### config.mk
export PLATFORM = sky130hd
export DESIGN_NAME = pc_seq_flat
export DESIGN_NICKNAME = d
export VERILOG_FILES = /design/src/rtl/pc_seq_if.sv /design/src/rtl/pc_seq.sv /design/src/flat_wrapper.sv
export SDC_FILE = /design/constraint.sdc
export NUM_CORES = 1
export LEC_CHECK = 0
export BUFFER_PORTS_ARGS = -buffer_cell sky130_fd_sc_hd__buf_2
export CORE_UTILIZATION = 42
export CTS_BUF_LIST = sky130_fd_sc_hd__clkbuf_4 sky130_fd_sc_hd__clkbuf_8 sky130_fd_sc_hd__clkbuf_16
export DETAILED_ROUTE_END_ITERATION = 10
export PLACE_DENSITY = 0.78
export SETUP_SLACK_MARGIN = 0.02
export SYNTH_ARGS = -nofsm -noshare
export SYNTH_HDL_FRONTEND = slang
export SYNTH_SLANG_ARGS = --single-unit
export TNS_END_PERCENT = 30
### constraint.sdc
create_clock -name clk -period 3.15 [get_ports clk]
set_clock_uncertainty 0.05 [all_clocks]
set_input_delay 0.63 -clock clk [delete_from_list [all_inputs] [get_ports clk]]
set_output_delay 0.63 -clock clk [all_outputs]
set_load 0.02 [all_outputs]
### src/rtl/pc_seq_if.sv
// Bus bundle for pc_seq: run/fetch handshake, branch request channel and PC command strobes.
interface pc_seq_if;
   logic        run;
   logic        mem_ack;
   logic        br_valid;
   logic        br_dir;
   logic [15:0] br_offset;
   logic        flush;
   logic        br_ready;
   logic        fetch_req;
   logic        inc;
   logic        add;
   logic        sub;
   logic [15:0] offset;
   logic        busy;
   logic [15:0] fetch_count;

   modport master (
      output run, mem_ack, br_valid, br_dir, br_offset, flush,
      input  br_ready, fetch_req, inc, add, sub, offset, busy, fetch_count
   );

   modport slave (
      input  run, mem_ack, br_valid, br_dir, br_offset, flush,
      output br_ready, fetch_req, inc, add, sub, offset, busy, fetch_count
   );
endinterface

### src/rtl/pc_seq.sv
// PC sequencer: IDLE/FETCH fetch loop issuing inc/add/sub on each memory ack, with a branch buffer.
// PC_SEQ_BRFIFO_EN defined: 4-entry branch FIFO; undefined: single holding register.
module pc_seq (
   input  logic     clk,
   input  logic     reset,
   pc_seq_if.slave  bus
);
   typedef enum logic {IDLE = 1'b0, FETCH = 1'b1} state_e;

   state_e      state_q, state_d;
   logic [15:0] fetch_count_q, fetch_count_d;
   logic        ack_ok, take_branch, push, pop, full, empty;
   logic        head_dir;
   logic [15:0] head_off;

   assign ack_ok      = (state_q == FETCH) && bus.mem_ack;
   assign take_branch = ack_ok && !empty && !bus.flush;
   assign bus.br_ready = !full && !bus.flush && !reset;
   assign push        = bus.br_valid && bus.br_ready;
   assign pop         = take_branch;

`ifdef PC_SEQ_BRFIFO_EN
   logic [16:0] fifo_mem_q [4];
   logic [1:0]  wr_ptr_q, wr_ptr_d, rd_ptr_q, rd_ptr_d;
   logic [2:0]  count_q, count_d;

   always_comb begin
      wr_ptr_d = wr_ptr_q;
      rd_ptr_d = rd_ptr_q;
      count_d  = count_q;
      if (bus.flush) begin
         wr_ptr_d = '0;
         rd_ptr_d = '0;
         count_d  = '0;
      end else begin
         if (push) wr_ptr_d = wr_ptr_q + 2'd1;
         if (pop)  rd_ptr_d = rd_ptr_q + 2'd1;
         count_d = count_q + 3'(push) - 3'(pop);
      end
   end

   // NOTE: entry storage is only read while occupied, so it carries no reset.
   always_ff @(posedge clk) begin
      if (push) fifo_mem_q[wr_ptr_q] <= {bus.br_dir, bus.br_offset};
   end

   always_ff @(posedge clk or posedge reset) begin
      if (reset) begin
         wr_ptr_q <= '0;
         rd_ptr_q <= '0;
         count_q  <= '0;
      end else begin
         wr_ptr_q <= wr_ptr_d;
         rd_ptr_q <= rd_ptr_d;
         count_q  <= count_d;
      end
   end

   assign full  = (count_q == 3'd4);
   assign empty = (count_q == 3'd0);
   assign {head_dir, head_off} = fifo_mem_q[rd_ptr_q];
`else
   logic        hold_valid_q, hold_valid_d;
   logic [16:0] hold_data_q;

   always_comb begin
      hold_valid_d = hold_valid_q;
      if (bus.flush)  hold_valid_d = 1'b0;
      else if (push)  hold_valid_d = 1'b1;
      else if (pop)   hold_valid_d = 1'b0;
   end

   always_ff @(posedge clk) begin
      if (push) hold_data_q <= {bus.br_dir, bus.br_offset};
   end

   always_ff @(posedge clk or posedge reset) begin
      if (reset) hold_valid_q <= 1'b0;
      else       hold_valid_q <= hold_valid_d;
   end

   assign full  = hold_valid_q;
   assign empty = !hold_valid_q;
   assign {head_dir, head_off} = hold_data_q;
`endif

   // State register and retired-fetch counter.
   always_ff @(posedge clk or posedge reset) begin
      if (reset) begin
         state_q       <= IDLE;
         fetch_count_q <= '0;
      end else begin
         state_q       <= state_d;
         fetch_count_q <= fetch_count_d;
      end
   end

   assign fetch_count_d   = fetch_count_q + 16'(ack_ok);
   assign bus.fetch_count = fetch_count_q;

   // NOTE: every always_comb output gets a default first so no latch is inferred.
   always_comb begin
      state_d = state_q;
      case (state_q)
         IDLE:    if (bus.run) state_d = FETCH;
         FETCH:   if (bus.mem_ack) state_d = bus.run ? FETCH : IDLE;
         default: state_d = IDLE;
      endcase
   end

   always_comb begin
      bus.fetch_req = 1'b0;
      bus.busy      = 1'b0;
      bus.inc       = 1'b0;
      bus.add       = 1'b0;
      bus.sub       = 1'b0;
      bus.offset    = '0;
      if (state_q == FETCH) begin
         bus.fetch_req = 1'b1;
         bus.busy      = 1'b1;
         if (take_branch) begin
            bus.add    = !head_dir;
            bus.sub    = head_dir;
            bus.offset = head_off;
         end else if (bus.mem_ack) begin
            bus.inc = 1'b1;
         end
      end
   end
endmodule

### src/flat_wrapper.sv
// flat-port wrapper written by rule: the top's interface ports become plain ports
module pc_seq_flat 
  (clk, reset, bus_run, bus_mem_ack, bus_br_valid, bus_br_dir, bus_br_offset, bus_flush, bus_br_ready, bus_fetch_req, bus_inc, bus_add, bus_sub, bus_offset, bus_busy, bus_fetch_count);
  pc_seq_if bus_i ();
  input  logic clk;
  input  logic reset;
  input wire logic [$bits(bus_i.run)-1:0] bus_run;
  input wire logic [$bits(bus_i.mem_ack)-1:0] bus_mem_ack;
  input wire logic [$bits(bus_i.br_valid)-1:0] bus_br_valid;
  input wire logic [$bits(bus_i.br_dir)-1:0] bus_br_dir;
  input wire logic [$bits(bus_i.br_offset)-1:0] bus_br_offset;
  input wire logic [$bits(bus_i.flush)-1:0] bus_flush;
  output wire logic [$bits(bus_i.br_ready)-1:0] bus_br_ready;
  output wire logic [$bits(bus_i.fetch_req)-1:0] bus_fetch_req;
  output wire logic [$bits(bus_i.inc)-1:0] bus_inc;
  output wire logic [$bits(bus_i.add)-1:0] bus_add;
  output wire logic [$bits(bus_i.sub)-1:0] bus_sub;
  output wire logic [$bits(bus_i.offset)-1:0] bus_offset;
  output wire logic [$bits(bus_i.busy)-1:0] bus_busy;
  output wire logic [$bits(bus_i.fetch_count)-1:0] bus_fetch_count;
  assign bus_i.run = bus_run;
  assign bus_i.mem_ack = bus_mem_ack;
  assign bus_i.br_valid = bus_br_valid;
  assign bus_i.br_dir = bus_br_dir;
  assign bus_i.br_offset = bus_br_offset;
  assign bus_i.flush = bus_flush;
  assign bus_br_ready = bus_i.br_ready;
  assign bus_fetch_req = bus_i.fetch_req;
  assign bus_inc = bus_i.inc;
  assign bus_add = bus_i.add;
  assign bus_sub = bus_i.sub;
  assign bus_offset = bus_i.offset;
  assign bus_busy = bus_i.busy;
  assign bus_fetch_count = bus_i.fetch_count;
  pc_seq u_core (.clk(clk), .reset(reset), .bus(bus_i));
endmodule
# Yosys cells after proc, flatten, opt, wreduce, memory -nomap -nowiden
# Cells that the tools add are included.
[word_totals]
word_cells = 33
reg_bits = 35
[op_classes]
addsub = 1
reduce_logical = 11
muxes = 16
n_bitwise = 1
[op_table]
columns = ["op", "count"]
rows = [
  ["16-bit 2-to-1 mux", 2],
  ["16-bit by 1-bit adder with 16-bit output", 1],
  ["1-bit 2-to-1 mux", 13],
  ["1-bit logical AND", 6],
  ["1-bit zero test", 4],
  ["3-bit nonzero test", 1],
  ["1-bit one-hot mux with 2 select lines", 1],
  ["1-bit NOT", 1],
]

# Depth between registers and ports, before layout
# Gate-level depths: netlist of run 1.
[depth]
ltp_word = 6
mapped_depth = 7
depth_no_buf = 7

# Worst setup path after synthesis of run 1
# Ideal clock, no wire load.
[synth_timing]
path_kind = "input -> register"
startpoint = "input port bus_flush"
endpoint = "register u_core.hold_data_q[0] (enable)"
stages = 2
path_slack_ns = 0.980
required_time_ns = 2.724
arrival_ns = 1.744
setup_ns = 0.376
cell_sequence = "nor3_1 and2_1"
[synth_via]
elab_chain_cells = 4
[synth_lines]
columns = ["item", "line", "text"]
rows = [
  ["start, declared", "flat_wrapper.sv:12", "input wire logic [$bits(bus_i.flush)-1:0] bus_flush;"],
  ["1-bit zero test", "pc_seq.sv:18", "assign bus.br_ready = !full && !bus.flush && !reset;"],
  ["1-bit logical AND (2 in a row)", "pc_seq.sv:18", ""],
  ["1-bit logical AND", "pc_seq.sv:19", "assign push = bus.br_valid && bus.br_ready;"],
  ["net u_core.push", "pc_seq.sv:12", "logic ack_ok, take_branch, push, pop, full, empty;"],
  ["end signal, assigned", "pc_seq.sv:74", "if (push) hold_data_q <= {bus.br_dir, bus.br_offset};"],
  ["end, declared", "pc_seq.sv:64", "logic [16:0] hold_data_q;"],
]
# The timed path passes the listed nets, and every way through them passes these cells.
# A chain may end at the register's enable or synchronous reset.

# Worst setup path after layout of run 1
[layout_timing]
startpoint = "input port bus_flush"
endpoint = "output port bus_offset[1]"
[layout_via]
elab_chain_cells = 4
[layout_lines]
columns = ["item", "line", "text"]
rows = [
  ["1-bit zero test", "pc_seq.sv:17", "assign take_branch = ack_ok && !empty && !bus.flush;"],
  ["1-bit logical AND", "pc_seq.sv:17", ""],
  ["16-bit 2-to-1 mux", "pc_seq.sv:121", "if (take_branch) begin"],
  ["16-bit 2-to-1 mux", "pc_seq.sv:118", "if (state_q == FETCH) begin"],
  ["end, declared", "flat_wrapper.sv:18", "output wire logic [$bits(bus_i.offset)-1:0] bus_offset;"],
]
# No other way between the ends.

==> results of run 1 <==
## power by group through the flow
stage	logic [uW]	clock network [uW]	registers, uW
floorplan	74.5	0	622
global placement	169	0	590
detailed placement	173	0	596
CTS	174	236	587
global route	186	254	596
finish	170	227	586
## through the flow
stage	hold slack [ns]	setup slack, ns	utilization, %
2_1_floorplan	0.519	0.980	-
3_3_place_gp	0.405	0.877	53.9
3_5_place_dp	0.402	0.806	53.9
4_1_cts	0.373	0.779	55.5
5_1_grt	0.394	0.653	55.5
6_report	0.357	0.817	55.5
## state kept, by name (all words and copies together) (netlist names)
register and flops:
u_core.hold_data_q 17, u_core.state_q 1, u_core.bus.fetch_count 16, u_core.full 1
## worst max-delay path, cell delays in order
cell and delay [ns]:
sky130_fd_sc_hd__buf_2 0.11, sky130_fd_sc_hd__nor2b_1 0.17, sky130_fd_sc_hd__and2b_1 0.38, sky130_fd_sc_hd__and2_1 0.20, sky130_fd_sc_hd__buf_2 0.16
## worst max-delay path by stage
| stage | startpoint | to | slack [ns] | depth (start not counted) |
|---|---|---|---|---|
| global route | u_core.full$_DFFE_PP0P_ | bus_offset[11] | 0.65 | 4 |
| global placement | bus_flush | bus_offset[2] | 0.88 | 5 |
| finish | bus_flush | bus_offset[1] | 0.82 | 5 |
| CTS | u_core.state_q$_DFF_PP0_ | bus_offset[1] | 0.78 | 4 |
| detailed placement | bus_flush | bus_offset[1] | 0.81 | 5 |
| floorplan | bus_flush | u_core.hold_data_q[0]$_DFFE_PP_ | 0.98 | 2 |
## cells in the final DEF, fill, tap and decap left out
| cell type | count |
|---|---|
| sky130_fd_sc_hd__a21o_1 | 2 |
| sky130_fd_sc_hd__and2_1 | 18 |
| sky130_fd_sc_hd__and2b_1 | 1 |
| sky130_fd_sc_hd__and3_2 | 1 |
| sky130_fd_sc_hd__buf_2 | 60 |
| sky130_fd_sc_hd__clkbuf_4 | 6 |
| sky130_fd_sc_hd__clkinv_1 | 2 |
| sky130_fd_sc_hd__dfrtp_1 | 18 |
| sky130_fd_sc_hd__edfxtp_1 | 17 |
| sky130_fd_sc_hd__ha_1 | 3 |
| sky130_fd_sc_hd__inv_1 | 5 |
| sky130_fd_sc_hd__nand2_1 | 4 |
| sky130_fd_sc_hd__nand3_1 | 6 |
| sky130_fd_sc_hd__nand4_1 | 3 |
| sky130_fd_sc_hd__nand4_4 | 1 |
| sky130_fd_sc_hd__nor2_1 | 4 |
| sky130_fd_sc_hd__nor2b_1 | 2 |
| sky130_fd_sc_hd__nor3_1 | 4 |
| sky130_fd_sc_hd__nor4_1 | 4 |
| sky130_fd_sc_hd__xnor2_1 | 5 |
| sky130_fd_sc_hd__xor2_1 | 9 |
## logic make-up (layout without fill, tap and decap cells)
logic type      Yosys count  in the layout  synth area share [%]
simple gates             48             48                  19.6
flops                    35             35                  66.0
xor+xnor                 14             14                  8.42
buf+inv                   8             73                  2.41
fa+ha+maj                 3              3                  2.58
compound gates            2              2                  1.03
## routing by layer
layer	global-route usage (%)	up-vias	wire, um
li1	-	501	-
met1	17.1	476	1160
met2	28.4	51	1300
met3	4.90	7	256
met4	9.74	0	50
met5	0	-	0
## final cells by class
cell class	count	area, sq um	area share (%)
well taps	46	57.6	3.11
clock inverters	2	7.51	0.406
inverters	5	18.8	1.01
multi-input cells	67	460	24.9
repair buffers	60	300	16.2
flip-flops and latches	35	961	51.9
clock buffers	6	45.0	2.43
==> flow_summary.yaml, run 1 <==
logic_synthesis:
  syn_area_per_cell_sq_um: 13.2
  synthDominantAreaCellType: "sky130_fd_sc_hd__edfxtp_1"
  dominantRegCellSynth: "sky130_fd_sc_hd__dfrtp_1"
  yosysSeqAreaShare_pct: 66.0
  synth.ff_latch_count: 35
  synthDistinctLibCells: 21
  synth.cell_area_sq_um: 1460
  yosys_warnings: 0
  synth_enable_flop_cells: 17
  synth-async-reset-ratio_pct: 51.4
  yosys-top-cells-count: "sky130_fd_sc_hd__and2_1, sky130_fd_sc_hd__dfrtp_1, sky130_fd_sc_hd__edfxtp_1"
  synth_cells: 110
  synth_top_cells_by_area: "sky130_fd_sc_hd__edfxtp_1, sky130_fd_sc_hd__dfrtp_1, sky130_fd_sc_hd__and2_1"
  synth_top_area_share_pct: 35.1
  synthesized_net_count: 136
timing:
  slew-limit-headroom_pct: 48.0
  max_clk_rate_mhz: 429
  final_min_period_over_clock_period_pct: 74.1
  worst_pin_slew_ns: 0.779
  totalNegativeSetupSlack_ns: 0
  finalCriticalPeriod_ns: 2.33
  finalMaxSlewViolations: 0
  setup_violations: 0
  grt_setup_unrepaired: "no"
  finalHoldViolations: 0
layout:
  diodes: 0
  area_growth_from_synthesis_to_layout_pct: 27.1
  layout.filler_cells: 311
  post_route_standard_cell_area_excluding_fillers_sq_um: 1850
  nNetsFinal: 200
  final_cells: 221
  layout-drive-gt1-share_pct: 38.9
status:
  run_status: "finished, final reports clean"
critical_path:
  start_kind: "primary input"
  crit-reg2reg-launch: "u_core.state_q$_DFF_PP0_"
  worstSetupPathType: "primary input to output port"
  worst_ep_required_time_ns: 2.47
  timing.critical_path.arrival_ns: 1.65
  endpoint_kind: "output port"
  regToRegEndpoint: "u_core.bus.fetch_count[14]$_DFF_PP0_"
  worstPathMaxFanout: 18
  rrSetupSlack_ns: 1.20
  r2r.worst_path.cells: 7
drt:
  drt.antenna.violating_nets: 0
  drcViolationCount: 0
  per_cell_via_count_in_the_routed_design: 4.68
  route.detailed.wl_per_inst_um: 12.5
  dr_total_vias: 1035
  routed_wirelength_mm: 2.77
  dr.first_iter.drc_count: 23
  detailed_routing_iterations_pass_1: 4
power_and_ir_drop:
  powerDensity_nw_per_um2: 531
  swShare_pct: 30.6
  p_comb_share_pct: 17.3
  power_leakage_uw: 0.000950
  post-layout-total-power_uw: 983
  power_frac_seq_pct: 59.6
  cellInternalPower_uw: 682
  total_switching_power_uw: 301
  ir_worst_vdd_mv: 0.389
  power_frac_clock_pct: 23.1
floorplan:
  die_height_um: 60.9
  top_level_ports: 61
  row_count: 21
  core_region_area_sq_um: 3340
  initial_core_utilization_pct: 43.6
  floorplan.die_area_sq_um: 3710
  die_x_um: 60.9
place:
  number_of_placed_instances_with_taps_included: 213
  io_buffer_count: 60
  finalWeightedCongestion: 0.736
  detailed_place.area_sq_um: 1800
  dp_hpwl_mm: 2.08
global_route:
  grt_util_all_layers_pct: 16.2
  overflow: 0
  grt_pass1_vias: 958
  grt_antenna_before_repair: 0
  maximum_number_of_pins_on_one_net_before_global_route_repair: 19
  grt_first_pass_wirelength_mm: 4.20
cts:
  clock_sinks: 35
  clockRootBuffer: "sky130_fd_sc_hd__clkbuf_4"
  post_cts.repair.setup_buffers: 0
  cts_max_path_buffers: 2
  clkLatencyLatePin_ns: 0.33
  cts_tree: "yes"
  cts_hold_buffers: 0
  path_clk_slew_ns: 0.09
  ctsHtreeMaxLevel: 2
  cts_resized: 0
  tritoncts.num_buffers: 5
hold_path:
  min_path_type: "primary input to asynchronous set/reset pin"
flow_run:
  max_cap_violations: 0
Note: power is estimated with default switching activity, not from simulation.
==> run 2, diff against run 1 <==
--- a/config.mk
+++ b/config.mk
@@ -9,7 +9,7 @@
 export CORE_UTILIZATION = 42
 export CTS_BUF_LIST = sky130_fd_sc_hd__clkbuf_4 sky130_fd_sc_hd__clkbuf_8 sky130_fd_sc_hd__clkbuf_16
 export DETAILED_ROUTE_END_ITERATION = 10
-export PLACE_DENSITY = 0.78
+export PLACE_DENSITY = 0.81
 export SETUP_SLACK_MARGIN = 0.02
 export SYNTH_ARGS = -nofsm -noshare
 export SYNTH_HDL_FRONTEND = slang
==> constraint.sdc (replaced) <==
create_clock -name clk -period 2.1 [get_ports clk]
set_clock_uncertainty 0.05 [all_clocks]
set_input_delay 0.42 -clock clk [delete_from_list [all_inputs] [get_ports clk]]
set_output_delay 0.42 -clock clk [all_outputs]
set_load 0.02 [all_outputs]
==> flow_summary.yaml, run 2 (synthesis gave the netlist of run 1 again) <==
status:
  run_status: "finished, final reports clean"
floorplan:
  die_x_um: 60.9
  row_count: 21
  core_region_area_sq_um: 3340
  initial_core_utilization_pct: 43.6
  die_height_um: 60.9
  top_level_ports: 61
  floorplan.die_area_sq_um: 3710
global_route:
  overflow: 0
  grt_first_pass_wirelength_mm: 4.31
  grt_pass1_vias: 987
  grt_util_all_layers_pct: 16.9
  maximum_number_of_pins_on_one_net_before_global_route_repair: 19
  grt_antenna_before_repair: 0
drt:
  dr.first_iter.drc_count: 21
  drcViolationCount: 0
  routed_wirelength_mm: 3.00
  drt.antenna.violating_nets: 0
  detailed_routing_iterations_pass_1: 4
  route.detailed.wl_per_inst_um: 13.4
  per_cell_via_count_in_the_routed_design: 4.76
  dr_total_vias: 1067
layout:
  largest_register_by_flop_count: "u_core.hold_data_q"
  largest_reg_flops: 17
  layout.cells.most_common_list: "sky130_fd_sc_hd__buf_2, sky130_fd_sc_hd__and2_1, sky130_fd_sc_hd__dfrtp_1, sky130_fd_sc_hd__edfxtp_1, sky130_fd_sc_hd__xor2_1"
  final_cells: 224
  layout-drive-gt1-share_pct: 41.0
  post_route_standard_cell_area_excluding_fillers_sq_um: 1880
  nNetsFinal: 203
  area_growth_from_synthesis_to_layout_pct: 29.0
  mostFrequentLayoutCell: "sky130_fd_sc_hd__buf_2"
  diodes: 0
timing:
  finalCriticalPeriod_ns: 1.96
  hold-worst-slack_ns: 0.133
  least_setup_slack_across_all_paths_after_layout_ns: 0.139
  finalMaxSlewViolations: 0
  totalNegativeSetupSlack_ns: 0
  finalHoldViolations: 0
  slew-limit-headroom_pct: 54.7
  setup_violations: 0
  max_clk_rate_mhz: 510
  grt_setup_unrepaired: "no"
  final_min_period_over_clock_period_pct: 93.4
  worst_pin_slew_ns: 0.679
critical_path:
  worstPathMaxFanout: 9
  cp_cell_sequence: "nand2_1 > and2b_2 > and2_1 > buf_2"
  cpLargestDelayFamily: "simple AND/OR/NAND/NOR gates"
  critical-path-slowest-cell: "sky130_fd_sc_hd__dfrtp_1"
  worstSetupPathType: "register to output port"
  critical_path.max_stage_delay_ns: 0.40
  cp.buffers_inverters: 1
  endpoint_kind: "output port"
  timing.critical_path.arrival_ns: 1.49
  worst_ep_required_time_ns: 1.63
  start_kind: "register"
flow_run:
  max_cap_violations: 0
place:
  io_buffer_count: 60
  pre_cts_ws_ns: 0.122
  number_of_placed_instances_with_taps_included: 214
  finalWeightedCongestion: 0.768
  dp_hpwl_mm: 2.18
  detailed_place.area_sq_um: 1810
cts:
  ctsHtreeMaxLevel: 2
  tritoncts.num_buffers: 5
  path_clk_slew_ns: 0.10
  clkLatencyLatePin_ns: 0.33
  cts_max_path_buffers: 2
  cts_hold_buffers: 0
  clockRootBuffer: "sky130_fd_sc_hd__clkbuf_4"
  cts_tree: "yes"
  clock_sinks: 35
power_and_ir_drop:
  ir_worst_vdd_mv: 0.560
  powerDensity_nw_per_um2: 795
  power_leakage_uw: 0.000964
hold_path:
  min_path_type: "primary input to asynchronous set/reset pin"
[run 2: worst paths after layout]
kind                                                       from                                   end  slack (ns)  cells past startpoint
setup / recovery                       u_core.state_q$_DFF_PP0_                         bus_offset[7]        0.14                      4
hold / removal                                            reset   u_core.bus.fetch_count[2]$_DFF_PP0_        0.13                      2
setup reg to reg                       u_core.state_q$_DFF_PP0_  u_core.bus.fetch_count[14]$_DFF_PP0_        0.33                      7
hold reg to reg            u_core.bus.fetch_count[15]$_DFF_PP0_  u_core.bus.fetch_count[15]$_DFF_PP0_        0.45                      1
max in group asynchronous                                 reset  u_core.bus.fetch_count[11]$_DFF_PP0_        1.43                      2
min in group clk                               bus_br_offset[5]       u_core.hold_data_q[5]$_DFFE_PP_        0.20                      1
[run 2: area by class of cell]
class / instances / area [sq um]
clock buffers: 6 / 45.0
clock inverters: 2 / 7.51
fillers: 309 / 1460
inverters: 5 / 18.8
multi-input cells: 68 / 474
flip-flops and latches: 35 / 961
well taps: 46 / 57.6
repair buffers: 62 / 315
[run 2: what timing repair did]
action                     in CTS  in global routing
gates resized for setup         1                  3
gates cloned                    0                  1
setup buffers                   0                  1
setup endpoints to repair      18                 18
[run 2: power by group]
part / switching (uW) / total, uW / internal [uW]
Combinational: 165 / 268 / 103
Sequential: 89.1 / 876 / 787
Clock: 214 / 350 / 137
[run 2: stage by stage]
| stage | utilization (%) | total power [uW] |
|---|---|---|
| 2_1_floorplan | - | 1040 |
| 3_3_place_gp | 54.1 | 1140 |
| 3_5_place_dp | 54.1 | 1160 |
| 4_1_cts | 55.7 | 1510 |
| 5_1_grt | 56.3 | 1570 |
| 6_report | 56.3 | 1490 |
[run 2: worst reg2reg max path, cell delays in order, from the launching register on]
cell and delay (ns):
sky130_fd_sc_hd__dfrtp_1 0.37, sky130_fd_sc_hd__nand2_1 0.13, sky130_fd_sc_hd__inv_1 0.11, sky130_fd_sc_hd__ha_1 0.18
sky130_fd_sc_hd__ha_1 0.26, sky130_fd_sc_hd__nand4_1 0.17, sky130_fd_sc_hd__nor4_1 0.25, sky130_fd_sc_hd__xor2_1 0.19
[run 2: metal layers]
metal | vias to the layer above | GRT usage (%) | wire (um)
met2 | 51 | 30.0 | 1530
met5 | - | 0 | 0
met4 | 0 | 6.82 | 29
met3 | 5 | 6.61 | 238
met1 | 504 | 17.9 | 1210
li1 | 507 | - | -
==> run 3, diff against run 2 <==
--- a/config.mk
+++ b/config.mk
@@ -5,12 +5,13 @@
 export SDC_FILE = /design/constraint.sdc
 export NUM_CORES = 1
 export LEC_CHECK = 0
-export BUFFER_PORTS_ARGS = -buffer_cell sky130_fd_sc_hd__buf_2
+export BUFFER_PORTS_ARGS = -buffer_cell sky130_fd_sc_hd__clkbuf_2
 export CORE_UTILIZATION = 42
 export CTS_BUF_LIST = sky130_fd_sc_hd__clkbuf_4 sky130_fd_sc_hd__clkbuf_8 sky130_fd_sc_hd__clkbuf_16
 export DETAILED_ROUTE_END_ITERATION = 10
 export PLACE_DENSITY = 0.81
 export SETUP_SLACK_MARGIN = 0.02
+export SKIP_CTS_REPAIR_TIMING = 1
 export SYNTH_ARGS = -nofsm -noshare
 export SYNTH_HDL_FRONTEND = slang
 export SYNTH_SLANG_ARGS = --single-unit
==> constraint.sdc (replaced) <==
create_clock -name clk -period 2.1 [get_ports clk]
set_clock_uncertainty 0.05 [all_clocks]
set_input_delay 0.105 -clock clk [delete_from_list [all_inputs] [get_ports clk]]
set_output_delay 0.105 -clock clk [all_outputs]
set_load 0.02 [all_outputs]
==> flow_summary.yaml, run 3 (synthesis gave the netlist of run 1 again) <==
status:
  run_status: "finished, final reports clean"
layout:
  mostFrequentLayoutCell: "sky130_fd_sc_hd__clkbuf_2"
  largest_register_by_flop_count: "u_core.hold_data_q"
  nNetsFinal: 221
  final_cells: 242
  layout.cells.most_common_list: "sky130_fd_sc_hd__clkbuf_2, sky130_fd_sc_hd__dlygate4sd3_1, sky130_fd_sc_hd__and2_1, sky130_fd_sc_hd__dfrtp_1, sky130_fd_sc_hd__edfxtp_1"
  layout-drive-gt1-share_pct: 36.2
  largest_reg_flops: 17
  final_util_pct: 63.3
  diodes: 0
  area_growth_from_synthesis_to_layout_pct: 44.9
cts:
  ctsHtreeMaxLevel: 2
  clock_sinks: 35
  cts_max_path_buffers: 2
  path_clk_slew_ns: 0.10
  cts_tree: "yes"
  clkLatencyLatePin_ns: 0.34
  tritoncts.num_buffers: 5
  clockRootBuffer: "sky130_fd_sc_hd__clkbuf_4"
global_route:
  grt_util_all_layers_pct: 16.0
  grt_antenna_before_repair: 0
  grt_pass1_vias: 935
  grt_first_pass_wirelength_mm: 4.13
  overflow: 0
  maximum_number_of_pins_on_one_net_before_global_route_repair: 19
drt:
  drt.antenna.violating_nets: 0
  per_cell_via_count_in_the_routed_design: 4.68
  route.detailed.wl_per_inst_um: 12.7
  dr_total_vias: 1132
  dr.first_iter.drc_count: 28
  routed_wirelength_mm: 3.06
  detailed_routing_iterations_pass_1: 4
  drcViolationCount: 0
floorplan:
  die_height_um: 60.9
  floorplan.die_area_sq_um: 3710
  top_level_ports: 61
  initial_core_utilization_pct: 43.6
  row_count: 21
  die_x_um: 60.9
  core_region_area_sq_um: 3340
critical_path:
  cp_cell_sequence: "nand2_1 > and2b_1 > and2_1 > clkbuf_2"
  worstPathMaxFanout: 18
  endpoint_kind: "output port"
  worstSetupPathType: "register to output port"
  cp.buffers_inverters: 1
  rrSetupSlack_ns: 0.28
  cpLargestDelayFamily: "simple AND/OR/NAND/NOR gates"
  critical-path-slowest-cell: "sky130_fd_sc_hd__and2b_1"
  timing.critical_path.arrival_ns: 1.68
  worst_ep_required_time_ns: 1.95
  start_kind: "register"
  critical_path.max_stage_delay_ns: 0.46
timing:
  finalMaxSlewViolations: 0
  finalHoldViolations: 0
  max_clk_rate_mhz: 545
  worst_pin_slew_ns: 0.666
  final_min_period_over_clock_period_pct: 87.3
  totalNegativeSetupSlack_ns: 0
  setup_violations: 0
  grt_setup_unrepaired: "no"
  finalCriticalPeriod_ns: 1.83
  slew-limit-headroom_pct: 55.6
power_and_ir_drop:
  ir_worst_vdd_mv: 0.596
  post-layout-total-power_uw: 1780
  powerDensity_nw_per_um2: 843
  power_leakage_uw: 0.00104
place:
  finalWeightedCongestion: 0.795
  dp_hpwl_mm: 2.15
  number_of_placed_instances_with_taps_included: 214
  io_buffer_count: 60
flow_run:
  max_cap_violations: 0
hold_path:
  min_path_type: "primary input to register"
run 3: where the power goes:
| group | switching (uW) | leakage [uW] | internal, uW |
|---|---|---|---|
| clock network | 235 | 0.0000514 | 370 |
| logic | 168 | 0.000608 | 124 |
| registers | 94.1 | 0.000382 | 787 |
run 3: layout make-up:
type	count	area [sq um]
clock buffers	5	37.5
clock inverters	3	67.6
repair buffers	81	508
well taps	46	57.6
fillers	288	1230
flip-flops and latches	35	961
inverters	5	18.8
multi-input cells	67	460
run 3: through the flow:
step | setup slack, ns | hold WS [ns] | cell area (sq um)
2_1_floorplan | 0.183 | -0.00643 | 1460
3_3_place_gp | 0.464 | 0.156 | 1810
3_5_place_dp | 0.259 | 0.193 | 1810
4_1_cts | 0.251 | -0.192 | 1910
5_1_grt | 0.0383 | 0.0678 | 2110
6_report | 0.267 | 0.0652 | 2110
run 3: per-layer routing:
metal / track usage, % / part of all wire (%)
met4: 5.84 / 1.5
met1: 16.8 / 40
met2: 28.4 / 52
met3: 6.82 / 6.3
met5: 0 / 0
run 3: tightest hold or removal path: cells and delay by family:
family	cells	cell delay (ns)
buffers and inverters	1	0.09
AO/OA/AOI/OAI	1	0.12
AND/OR/NAND/NOR	1	0.10
run 3: path summary, 6_finish.rpt:
kind	startpoint	end	cells past startpoint
setup / recovery	u_core.state_q$_DFF_PP0_	bus_offset[9]	4
hold / removal	bus_mem_ack	u_core.full$_DFFE_PP0P_	3
setup reg to reg	u_core.state_q$_DFF_PP0_	u_core.bus.fetch_count[14]$_DFF_PP0_	7
hold reg to reg	u_core.bus.fetch_count[15]$_DFF_PP0_	u_core.bus.fetch_count[15]$_DFF_PP0_	1
max in group asynchronous	reset	u_core.bus.fetch_count[1]$_DFF_PP0_	3
min in group asynchronous	reset	u_core.bus.fetch_count[9]$_DFF_PP0_	3
